File: config.mk
export PLATFORM = sky130hd
export DESIGN_NAME = sdram_port_arbiter
export DESIGN_NICKNAME = d
export VERILOG_FILES = /design/src/rtl/sdram_port_arbiter.sv
export SDC_FILE = /design/constraint.sdc
export NUM_CORES = 1
export LEC_CHECK = 0
export ABC_CLOCK_PERIOD_IN_PS = 3900
export CAP_MARGIN = 40
export CORE_AREA = 2 2 196 198
export DETAILED_ROUTE_END_ITERATION = 8
export DIE_AREA = 0 0 198 200
export SYNTH_ARGS = -nofsm -noshare
export SYNTH_HDL_FRONTEND = slang
export SYNTH_SLANG_ARGS = --single-unit
File: constraint.sdc
create_clock -name clk_clk -period 3.9 [get_ports clk_clk]
set_input_delay 0.78 -clock clk_clk [delete_from_list [all_inputs] [get_ports clk_clk]]
set_output_delay 0.78 -clock clk_clk [all_outputs]
set_load 0.01 [all_outputs]
File: src/rtl/sdram_port_arbiter.sv
// Round-robin arbiter sharing one SDRAM bridge port between two requesters.
// One access is in flight at a time, and a watchdog ends any access the bridge never acknowledges.
module sdram_port_arbiter #(
    parameter int ADDR_W  = 28,
    parameter int DATA_W  = 64,
    parameter int TIMEOUT = 255
) (
    input  logic                  clk_clk,
    input  logic                  reset_reset,
    input  logic [ADDR_W-1:0]     m0_address,
    input  logic [DATA_W/8-1:0]   m0_byte_enable,
    input  logic                  m0_read,
    input  logic                  m0_write,
    input  logic [DATA_W-1:0]     m0_write_data,
    output logic                  m0_ack,
    output logic                  m0_err,
    output logic [DATA_W-1:0]     m0_read_data,
    input  logic [ADDR_W-1:0]     m1_address,
    input  logic [DATA_W/8-1:0]   m1_byte_enable,
    input  logic                  m1_read,
    input  logic                  m1_write,
    input  logic [DATA_W-1:0]     m1_write_data,
    output logic                  m1_ack,
    output logic                  m1_err,
    output logic [DATA_W-1:0]     m1_read_data,
    output logic [ADDR_W-1:0]     sdram_address,
    output logic [DATA_W/8-1:0]   sdram_byte_enable,
    output logic                  sdram_read,
    output logic                  sdram_write,
    output logic [DATA_W-1:0]     sdram_write_data,
    input  logic                  sdram_acknowledge,
    input  logic [DATA_W-1:0]     sdram_read_data
);
    localparam int BE_W = DATA_W / 8;
    localparam int WD_W = (TIMEOUT < 2) ? 1 : $clog2(TIMEOUT + 1);
    localparam logic [WD_W-1:0] WD_LIMIT = WD_W'(TIMEOUT);

    typedef enum logic [1:0] {IDLE, BUSY, DONE} state_t;

    state_t                  state_q, state_d;
    logic                    last_grant_q, last_grant_d;
    logic [WD_W-1:0]         wd_q, wd_d;
    logic [ADDR_W-1:0]       addr_q, addr_d;
    logic [BE_W-1:0]         be_q, be_d;
    logic [DATA_W-1:0]       wdata_q, wdata_d;
    logic                    rd_q, rd_d;
    logic                    wr_q, wr_d;
    logic [1:0]              ack_q, ack_d;
    logic [1:0]              err_q, err_d;
    logic [1:0][DATA_W-1:0]  rdata_q, rdata_d;

    logic              m0_act, m1_act, pick, pick_write, timeout_hit, finish;
    logic [DATA_W-1:0] resp_data;

    assign m0_act = m0_read | m0_write;
    assign m1_act = m1_read | m1_write;
    // On a contest the master that did not win last time is served.
    assign pick        = (m0_act && m1_act) ? ~last_grant_q : m1_act;
    assign pick_write  = pick ? m1_write : m0_write;
    assign timeout_hit = (TIMEOUT != 0) && (wd_q == WD_LIMIT);
    assign finish      = (state_q == BUSY) && (sdram_acknowledge || timeout_hit);
    assign resp_data   = (sdram_acknowledge && rd_q) ? sdram_read_data : '0;

    for (genvar gi = 0; gi < 2; gi++) begin : g_resp
        assign ack_d[gi]   = finish && (last_grant_q == 1'(gi));
        assign err_d[gi]   = ack_d[gi] && !sdram_acknowledge;
        assign rdata_d[gi] = ack_d[gi] ? resp_data : '0;
    end

    always_comb begin
        state_d      = state_q;
        last_grant_d = last_grant_q;
        wd_d         = '0;
        addr_d       = addr_q;
        be_d         = be_q;
        wdata_d      = wdata_q;
        rd_d         = rd_q;
        wr_d         = wr_q;
        unique case (state_q)
            IDLE: begin
                if (m0_act || m1_act) begin
                    last_grant_d = pick;
                    addr_d       = pick ? m1_address : m0_address;
                    be_d         = pick_write ? (pick ? m1_byte_enable : m0_byte_enable) : '1;
                    wdata_d      = pick_write ? (pick ? m1_write_data : m0_write_data) : '0;
                    rd_d         = ~pick_write;
                    wr_d         = pick_write;
                    wd_d         = WD_W'(1);
                    state_d      = BUSY;
                end
            end
            BUSY: begin
                if (finish) begin
                    rd_d    = 1'b0;
                    wr_d    = 1'b0;
                    state_d = DONE;
                end else begin
                    wd_d = wd_q + 1'b1;
                end
            end
            // Guard cycle: the requester drops its strobe here, so it is never re-granted.
            DONE:    state_d = IDLE;
            default: state_d = IDLE;
        endcase
    end

    always_ff @(posedge clk_clk) begin
        if (reset_reset) begin
            state_q      <= IDLE;
            last_grant_q <= 1'b1;
            wd_q         <= '0;
            addr_q       <= '0;
            be_q         <= '0;
            wdata_q      <= '0;
            rd_q         <= 1'b0;
            wr_q         <= 1'b0;
            ack_q        <= '0;
            err_q        <= '0;
            rdata_q      <= '0;
        end else begin
            state_q      <= state_d;
            last_grant_q <= last_grant_d;
            wd_q         <= wd_d;
            addr_q       <= addr_d;
            be_q         <= be_d;
            wdata_q      <= wdata_d;
            rd_q         <= rd_d;
            wr_q         <= wr_d;
            ack_q        <= ack_d;
            err_q        <= err_d;
            rdata_q      <= rdata_d;
        end
    end

    assign sdram_address     = addr_q;
    assign sdram_byte_enable = be_q;
    assign sdram_write_data  = wdata_q;
    assign sdram_read        = rd_q;
    assign sdram_write       = wr_q;
    assign m0_ack            = ack_q[0];
    assign m1_ack            = ack_q[1];
    assign m0_err            = err_q[0];
    assign m1_err            = err_q[1];
    assign m0_read_data      = rdata_q[0];
    assign m1_read_data      = rdata_q[1];
endmodule

# == After elaboration in Yosys (flattened, before gate mapping) ==
# Cells that the tools add are included.
# word_totals
regBits,245
word_cells,59
output_inout_bits,234
inputBits,271
# op_classes
add_sub_neg,1
reduce_logical,17
bitwise,6
mux,19
n_eq_ne,4
# ops
op,n
2-to-1 mux 64 bit,3
2-to-1 mux 28 bit,1
2-to-1 mux 8 bit,3
one-hot mux 8 bit (2 select lines),1
adder 8 x 1 -> 8 bit (second input constant),1
equality test 8 bit (second input constant),1
logical AND 1 bit,7
2-to-1 mux 1 bit,6
2-to-1 mux 2 bit,2
inequality test 2 bit (second input constant),2
NOT 1 bit,4
one-hot mux 1 bit (2 select lines),2
one-hot mux 2 bit (2 select lines),1
AND reduction 2 bit,2
OR reduction 2 bit,2
AND reduction 3 bit,1
equality test 2 x 1 -> 1 bit (second input constant),1
logical NOT 2 bit,1
logical OR 1 bit,2
bitwise OR 1 bit,2
nonzero test 2 bit,1
logical NOT 1 bit,1

# == Depth between registers and ports, before layout ==
# Gate-level depths: netlist of the first run.
# depth
ltp_word,7
ltp_mapped,7
ltp_nobuf,5

# == Least setup slack after synthesis of the first run ==
# Ideal clock, no wire load.
# synth_timing
path_type,input port to flip-flop
from,input m0_read
to,register wdata_q[17] (netlist: sdram_write_data[17])
stages,5
slack_ns,1.633
arrival_time_ns,2.197
setup_time_ns,0.070
t_required_ns,3.830
n_path_buf,1
path_cell_list,nor4_1 -> nor2_1 -> nor2_2 -> clkbuf_1 -> o2bb2ai_1
# synth_via
elab_chain_cells,5
word_cells_on_any_way,8
classes_between,4 x mux; 1 x bitwise; 3 x reduce/logical
# synth_lines
element,line,text
"start, declared",12,"input logic m0_read,"
bitwise OR 1 bit (*),55,assign m0_act = m0_read | m0_write;
logical AND 1 bit,58,assign pick = (m0_act && m1_act) ? ~last_grant_q : m1_act;
2-to-1 mux 1 bit,58,
2-to-1 mux 64 bit / 2-to-1 mux 1 bit (equally long branches),"85, 59",
2-to-1 mux 64 bit,85,wdata_d = pick_write ? (pick ? m1_write_data : m0_write_data) : '0;
"end signal, assigned",126,wdata_q <= wdata_d;
"end, declared",45,"logic [DATA_W-1:0] wdata_q, wdata_d;"
# Every way passes the cells marked *; elsewhere a longest branch is shown, timed or not.
# A chain may end at the register's enable or synchronous reset.

# == Final worst setup path of the first run ==
# layout_timing
from,input m1_write
to,register wdata_q[17] (netlist: sdram_write_data[17])
# layout_via
elab_chain_cells,5
word_cells_on_any_way,8
classes_between,4 x mux; 1 x bitwise; 3 x reduce/logical
# layout_lines
element,line,text
"start, declared",21,"input logic m1_write,"
bitwise OR 1 bit,56,assign m1_act = m1_read | m1_write;
logical AND 1 bit,58,
2-to-1 mux 1 bit,58,
2-to-1 mux 64 bit / 2-to-1 mux 1 bit (equally long branches),"85, 59",
2-to-1 mux 64 bit,85,
# Parallel ways exist; a longest one is shown, timed or not.

==> reports/qor.txt, run 1 <==
Worst Reg2Reg Path Length in Cells -> 6
post-synthesis area per instance -> 9.84 sq um
switching pwr -> 1.62 mW
CTS hold repair buffers -> 0
WL per Instance -> 15.6 um
Root Buffer Master -> sky130_fd_sc_hd__clkbuf_16
Post-Place Cell Area -> 13900 sq um
Core Region -> 37400 sq um
global-route wire length before repair -> 42.4 mm
leakage power -> 5.55 nW
reg-to-reg setup timing slack -> 1.58 ns
diode insertion count for antenna repair -> 0
vias after detailed routing -> 7686
CTS HTree Levels -> 1
CP arrival -> 3.04 ns
clock net sink count -> 245
final count of pins violating max slew -> 0
post-synth cell types -> 33
cell area after technology mapping -> 8170 sq um
outcome -> complete, no violations
count of placed standard cells in the final layout, fillers left out -> 1855
total power draw -> 6.61 mW
die height -> 200 um
RR Startpoint -> wd_q[0]
Worst Skew -> 0.00707 ns
ratio of total power to cell area -> 446 nW/um^2
number of buffers inserted during clock tree synthesis -> 27
slowest stage cell, crit path -> sky130_fd_sc_hd__a2111oi_4
drt first-iter violations -> 172
wire length reported by the detailed router -> 29.0 mm
number of filler instances in the final layout -> 3706
kind of end point of the critical path -> flip-flop
post-route clock period utilization -> 0.664
clock tree from TritonCTS -> yes
cells taking the most area after synthesis -> sky130_fd_sc_hd__dfxtp_1, sky130_fd_sc_hd__nor2_1, sky130_fd_sc_hd__mux2i_1
Max clock buf depth -> 3
proportion of netlist area held by the largest area contributor -> 0.601
fraction of layout instances using a drive strength above 1 -> 0.0610
DRT antenna net count -> 0
clock insertion delay at the later pin of the skew report -> 0.53 ns
max-cap violations -> 0
number of vias per cell after detailed routing -> 4.14
number of failing setup endpoints in the final timing report -> 0
startpoint of the worst hold path -> sdram_write_data[59]
gp weighted congestion -> 0.767
switching share of power -> 0.246
CTS clk-pin slew, worst paths -> 0.06 ns
gr ovfl total -> 0
source of the critical timing path -> m1_write
number of iterations in the first detailed-routing pass -> 4
total of warnings raised by yosys -> 0
hold crit path type -> reg -> reg
final total negative setup slack -> 0 ns
total placed cells including tap cells -> 1807
Mapped Nets -> 1102
highest net fanout along the worst path -> 65
P&R area growth vs syn -> 81.4%
Period minus WS final -> 2.59 ns
instance count of the mapped netlist -> 830
initial antenna violation count -> 0
I/O Pins -> 505
Post-CTS Setup Inserts -> 0
count of state elements after synthesis -> 245
RSZ-0062 raised after global routing -> no
Net count, final -> 1597
HPWL after detailed placement -> 22.0 mm
maximum number of pins on one net before global-route repair -> 67
Combinational Power Share -> 0.179
Die Width -> 198 um
overall routing resource usage -> 0.137
fmax -> 386 MHz
final hold slack -> 0.458 ns
share of total power in the clock network -> 0.409
vias in the first global route -> 7653
total of buffers placed on input and output ports -> 504
capture endpoint of the worst hold path -> sdram_write_data[59]
kind of start point of the critical path -> input pin
ordered list of cells on the worst path -> clkdlybuf4s50_1 > a21bo_2 > a2111oi_4 > nand2b_2 > buf_4 > o2bb2ai_1
relative max-transition margin -> 0.473
share of total power in sequential cells -> 0.412
Power Internal -> 4.98 mW
peak ir drop on the vdd network -> 0.000292 V
# DRC -> 0
biggest cell delay along the critical path -> 0.66 ns
final hold violations -> 0
required time of the critical path -> 4.35 ns
cell taking the most area after synthesis -> sky130_fd_sc_hd__dfxtp_1
Finished Cell Area -> 14800 sq um
initial core utilization -> 0.218
WS Path Type -> in -> reg
r2r endpoint -> m1_read_data[21]
cell depth of the worst min-delay path -> 1
transition time of the tightest slew-check pin -> 0.789 ns
num rows -> 71
post-CTS resize count -> 0
Seq/Total Area, Yosys -> 0.601
floorplan die area -> 39600 sq um
[worst max-delay path by stage]
stage | endpoint | depth (start not counted)
5_1_grt | sdram_write_data[36] | 6
2_1_floorplan | sdram_write_data[17] | 5
3_3_place_gp | sdram_write_data[63] | 6
4_1_cts | sdram_write_data[36] | 6
3_5_place_dp | sdram_write_data[36] | 6
6_report | sdram_write_data[17] | 6
[registers in the layout (all words and copies together) (netlist names)]
signal             flops
state_q                2
err_q                  2
m1_read_data          64
ack_q                  2
sdram_read             1
m0_read_data          64
last_grant_q           1
sdram_write_data      64
sdram_byte_enable      8
wd_q                   8
sdram_write            1
sdram_address         28
[cell families after synthesis]
family / Yosys count / synth area share
buffers and inverters: 67 / 0.0326
adder cells (fa/ha/maj): 1 / 0.00153
flip-flops: 245 / 0.601
AO/OA/AOI/OAI: 110 / 0.119
XOR/XNOR: 6 / 0.00644
AND/OR/NAND/NOR: 337 / 0.162
multiplexers: 64 / 0.0785
[area by class of cell]
type / instances / area [sq um] / share of cell area
sequential: 245 / 4900 / 0.331
timing repair buffer: 528 / 5260 / 0.355
multi-input combinational: 518 / 3030 / 0.204
tap: 511 / 639 / 0.0432
clock buffer: 36 / 790 / 0.0533
clock inverter: 12 / 170 / 0.0115
inverter: 5 / 18.8 / 0.00127
[metrics by stage]
step                       util  setup slack [ns]
after floorplan               -              1.63
after global placement    0.370             0.827
after detailed placement  0.370             0.781
after CTS                 0.396              1.36
after global routing      0.396              1.21
final                     0.396              1.31
[layout by cell type (no fill, tap or decap), types with 2 or more instances in the layout]
cell type and count:
sky130_fd_sc_hd__clkdlybuf4s50_1 504, sky130_fd_sc_hd__dfxtp_1 245, sky130_fd_sc_hd__nor2_1 178, sky130_fd_sc_hd__nand2_1 139, sky130_fd_sc_hd__mux2i_1 64, sky130_fd_sc_hd__o2bb2ai_1 64
sky130_fd_sc_hd__a311oi_1 36, sky130_fd_sc_hd__clkbuf_16 27, sky130_fd_sc_hd__buf_4 21, sky130_fd_sc_hd__clkbuf_8 8, sky130_fd_sc_hd__inv_1 5, sky130_fd_sc_hd__clkinv_2 5
sky130_fd_sc_hd__bufinv_16 4, sky130_fd_sc_hd__xor2_1 3, sky130_fd_sc_hd__nand3_1 3, sky130_fd_sc_hd__xnor2_1 3, sky130_fd_sc_hd__buf_12 3, sky130_fd_sc_hd__or2_2 2
sky130_fd_sc_hd__nor4_1 2, sky130_fd_sc_hd__nor2_4 2, sky130_fd_sc_hd__nor3b_1 2, sky130_fd_sc_hd__o21ai_0 2
[cells in the mapped netlist (all sizes together)]
master   number
or4b          1
a2111oi       1
clkbuf       42
o21ai         3
nor4          2
o2bb2ai      64
a211o         1
xnor2         3
and3b         1
and4          1
buf          20
dfxtp       245
nor3b         2
nand3b        1
nand2b        1
inv           5
o22ai         1
a21bo         1
ha            1
xor2          3
nor3          1
nand2       139
and2          2
or2           2
nand3         4
o41ai         1
nor2        180
a41o          1
mux2i        64
a311oi       36
o21a          1
[worst max-delay path: cells and delay by family]
kind                   cells  cell delay [ns]
AO/OA/AOI/OAI              3             1.18
buffers and inverters      2             0.92
AND/OR/NAND/NOR            1             0.08
[metal layers]
layer  routed length [um]  vias to the layer above  global-route usage
met5                    0                        -                   0
met4                  663                        0              0.0418
met3                 2510                       40              0.0402
met2                14400                      340               0.254
met1                11400                     3507               0.150
li1                     -                     3799                   -
[power groups by stage]
stage / sequential, mW / combinational (mW) / clock [mW]
3_3_place_gp: 2.77 / 1.19 / 0
6_report: 2.72 / 1.18 / 2.70
3_5_place_dp: 2.77 / 1.20 / 0
5_1_grt: 2.74 / 1.28 / 2.89
4_1_cts: 2.72 / 1.20 / 2.79
2_1_floorplan: 2.83 / 0.425 / 0
(Power assumes the default switching activity.)
==> run 2, diff against run 1 <==
- ABC_CLOCK_PERIOD_IN_PS: 3900 -> 2500
- CORE_AREA: 2 2 196 198 -> 2 2 197 199
- DIE_AREA: 0 0 198 200 -> 0 0 199 201
- clock period: 3.9 -> 2.5 ns (I/O delays scaled with it)
==> run 2 against run 1 <==
Final cell count up 0.54%; power up 59%; largest cell class unchanged; clock power up 61%; sequential cell count unchanged; clock skew up 0.013 ns.
==> reports/qor.txt, run 2 (synthesis results as in run 1) <==
count of placed standard cells in the final layout, fillers left out -> 1865 (+0.54%)
source of the critical timing path -> wd_q[0]
Worst Reg2Reg Path Length in Cells -> 5 (-1)
ratio of total power to cell area -> 703 nW/um^2 (+58%)
slowest stage cell, crit path -> sky130_fd_sc_hd__or4b_2
CP arrival -> 2.56 ns (-0.48 ns)
initial core utilization -> 0.214 (-0.00405)
total placed cells including tap cells -> 1815 (+0.44%)
final count of pins violating max slew -> 0 (unchanged)
HPWL after detailed placement -> 21.7 mm (-1.5%)
number of vias per cell after detailed routing -> 4.13 (-0.43%)
Root Buffer Master -> sky130_fd_sc_hd__clkbuf_16
global-route wire length before repair -> 43.5 mm (+2.6%)
final total negative setup slack -> 0 ns (unchanged)
gp weighted congestion -> 0.775 (+0.99%)
drt first-iter violations -> 186 (+8.1%)
reg-to-reg setup timing slack -> 0.41 ns (-1.17 ns)
hold crit path type -> reg -> reg
max-cap violations -> 0 (unchanged)
most frequent cells in the layout -> sky130_fd_sc_hd__clkdlybuf4s50_1, sky130_fd_sc_hd__dfxtp_1, sky130_fd_sc_hd__nor2_1, sky130_fd_sc_hd__nand2_1
Die Width -> 199 um (+0.51%)
utilization after layout -> 0.392 (-0.00433)
floorplan die area -> 40000 sq um (+1.0%)
highest net fanout along the worst path -> 9 (-86%)
clock tree from TritonCTS -> yes
num rows -> 72 (+1.4%)
CTS clk-pin slew, worst paths -> 0.06 ns (about the same)
clock insertion delay at the later pin of the skew report -> 0.54 ns (about the same)
ordered list of cells on the worst path -> ha_1 > and4_1 > a41o_1 > or4b_2 > o22ai_1
RSZ-0062 raised after global routing -> no
P&R area growth vs syn -> 82.8%
Worst Skew -> 0.0200 ns (+0.0129 ns)
fmax -> 478 MHz
required time of the critical path -> 2.97 ns (-1.38 ns)
post-placement worst setup slack -> 0.169 ns (-0.611 ns)
die height -> 201 um (+0.50%)
r2r endpoint -> wd_q[0]
kind of start point of the critical path -> flip-flop
gr ovfl total -> 0 (unchanged)
Post-CTS Setup Inserts -> 0 (unchanged)
# DRC -> 0 (unchanged)
Core Region -> 38100 sq um (+1.9%)
total power draw -> 10.5 mW (+59%)
peak ir drop on the vdd network -> 0.000430 V (+47%)
most common cell after layout, fill and taps aside -> sky130_fd_sc_hd__clkdlybuf4s50_1
number of stages on the worst setup path -> 5 (-1)
I/O Pins -> 505 (unchanged)
WS Path Type -> reg -> reg
wire length reported by the detailed router -> 29.0 mm (about the same)
Period minus WS final -> 2.09 ns
PnR worst setup slack -> 0.409 ns (-0.903 ns)
relative max-transition margin -> 0.704 (+0.230)
overall routing resource usage -> 0.138 (+0.00132)
CTS hold repair buffers -> 0 (unchanged)
clock net sink count -> 245 (unchanged)
number of iterations in the first detailed-routing pass -> 4 (unchanged)
buffers plus inverters on the worst setup path -> 0 (-2)
number of filler instances in the final layout -> 3822 (+3.1%)
CTS HTree Levels -> 1 (unchanged)
maximum number of pins on one net before global-route repair -> 67 (unchanged)
fraction of layout instances using a drive strength above 1 -> 0.0601 (-0.000878)
vias in the first global route -> 7851 (+2.6%)
Largest delay share family, worst path -> simple AND/OR/NAND/NOR gates
post-CTS resize count -> 0 (unchanged)
post-route clock period utilization -> 0.836
DRT antenna net count -> 0 (unchanged)
leakage power -> 5.58 nW (+0.65%)
final hold violations -> 0 (unchanged)
Finished Cell Area -> 14900 sq um (+0.78%)
WL per Instance -> 15.5 um (-0.51%)
biggest cell delay along the critical path -> 0.76 ns (+0.10 ns)
outcome -> complete, no violations
diode insertion count for antenna repair -> 0 (unchanged)
number of failing setup endpoints in the final timing report -> 0 (unchanged)
final hold slack -> 0.460 ns (+0.00209 ns)
transition time of the tightest slew-check pin -> 0.440 ns (-0.349 ns)
kind of end point of the critical path -> flip-flop
end of the critical path -> wd_q[0]
RR Startpoint -> wd_q[0]
initial antenna violation count -> 0 (unchanged)
vias after detailed routing -> 7694 (+0.10%)
Post-Place Cell Area -> 13900 sq um (+0.66%)
Net count, final -> 1598 (+0.063%)
Max clock buf depth -> 3 (unchanged)
total of buffers placed on input and output ports -> 504 (unchanged)
number of buffers inserted during clock tree synthesis -> 27 (unchanged)
[run 2: cell types whose count changed in the layout (fill, tap and decap cells not counted)]
cell / previous run / this run
sky130_fd_sc_hd__buf_12: 3 / 9
sky130_fd_sc_hd__buf_4: 21 / 16
sky130_fd_sc_hd__bufinv_16: 4 / 6
sky130_fd_sc_hd__clkbuf_1: 1 / 5
sky130_fd_sc_hd__clkbuf_8: 8 / 4
sky130_fd_sc_hd__clkinv_2: 5 / 4
sky130_fd_sc_hd__inv_6: 1 / 2
[run 2: area by class of cell]
| class | instances | area (sq um) | share of cell area |
|---|---|---|---|
| Timing Repair Buffer | 529 | 5350 | 0.358 |
| Tap cell | 518 | 648 | 0.0434 |
| Multi-Input combinational cell | 518 | 3030 | 0.203 |
| Sequential cell | 245 | 4900 | 0.329 |
| Inverter | 5 | 18.8 | 0.00126 |
| Clock inverter | 14 | 234 | 0.0157 |
| Clock buffer | 36 | 749 | 0.0502 |
[run 2: worst min path at each step]
stage / startpoint / endpoint / cells past startpoint
floorplan: sdram_write / sdram_write / 2
global placement: sdram_write_data[41] / sdram_write_data[41] / 1
detailed placement: sdram_write_data[28] / sdram_write_data[28] / 1
CTS: sdram_write_data[4] / sdram_write_data[4] / 1
global route: sdram_write_data[55] / sdram_write_data[55] / 1
finish: sdram_write_data[28] / sdram_write_data[28] / 1
[run 2: routing by layer]
layer | share of wire | GRT usage
met5 | 0 | 0
met4 | 0.022 | 0.0400
met2 | 0.50 | 0.255
met3 | 0.10 | 0.0455
met1 | 0.38 | 0.148
[run 2: report_power, final]
group | leakage, nW | internal, mW | total [mW] | switching, mW
Sequential | 1.99 | 4.13 | 4.25 | 0.122
Clock | 0.481 | 2.73 | 4.36 | 1.63
Combinational | 3.11 | 1.06 | 1.89 | 0.824
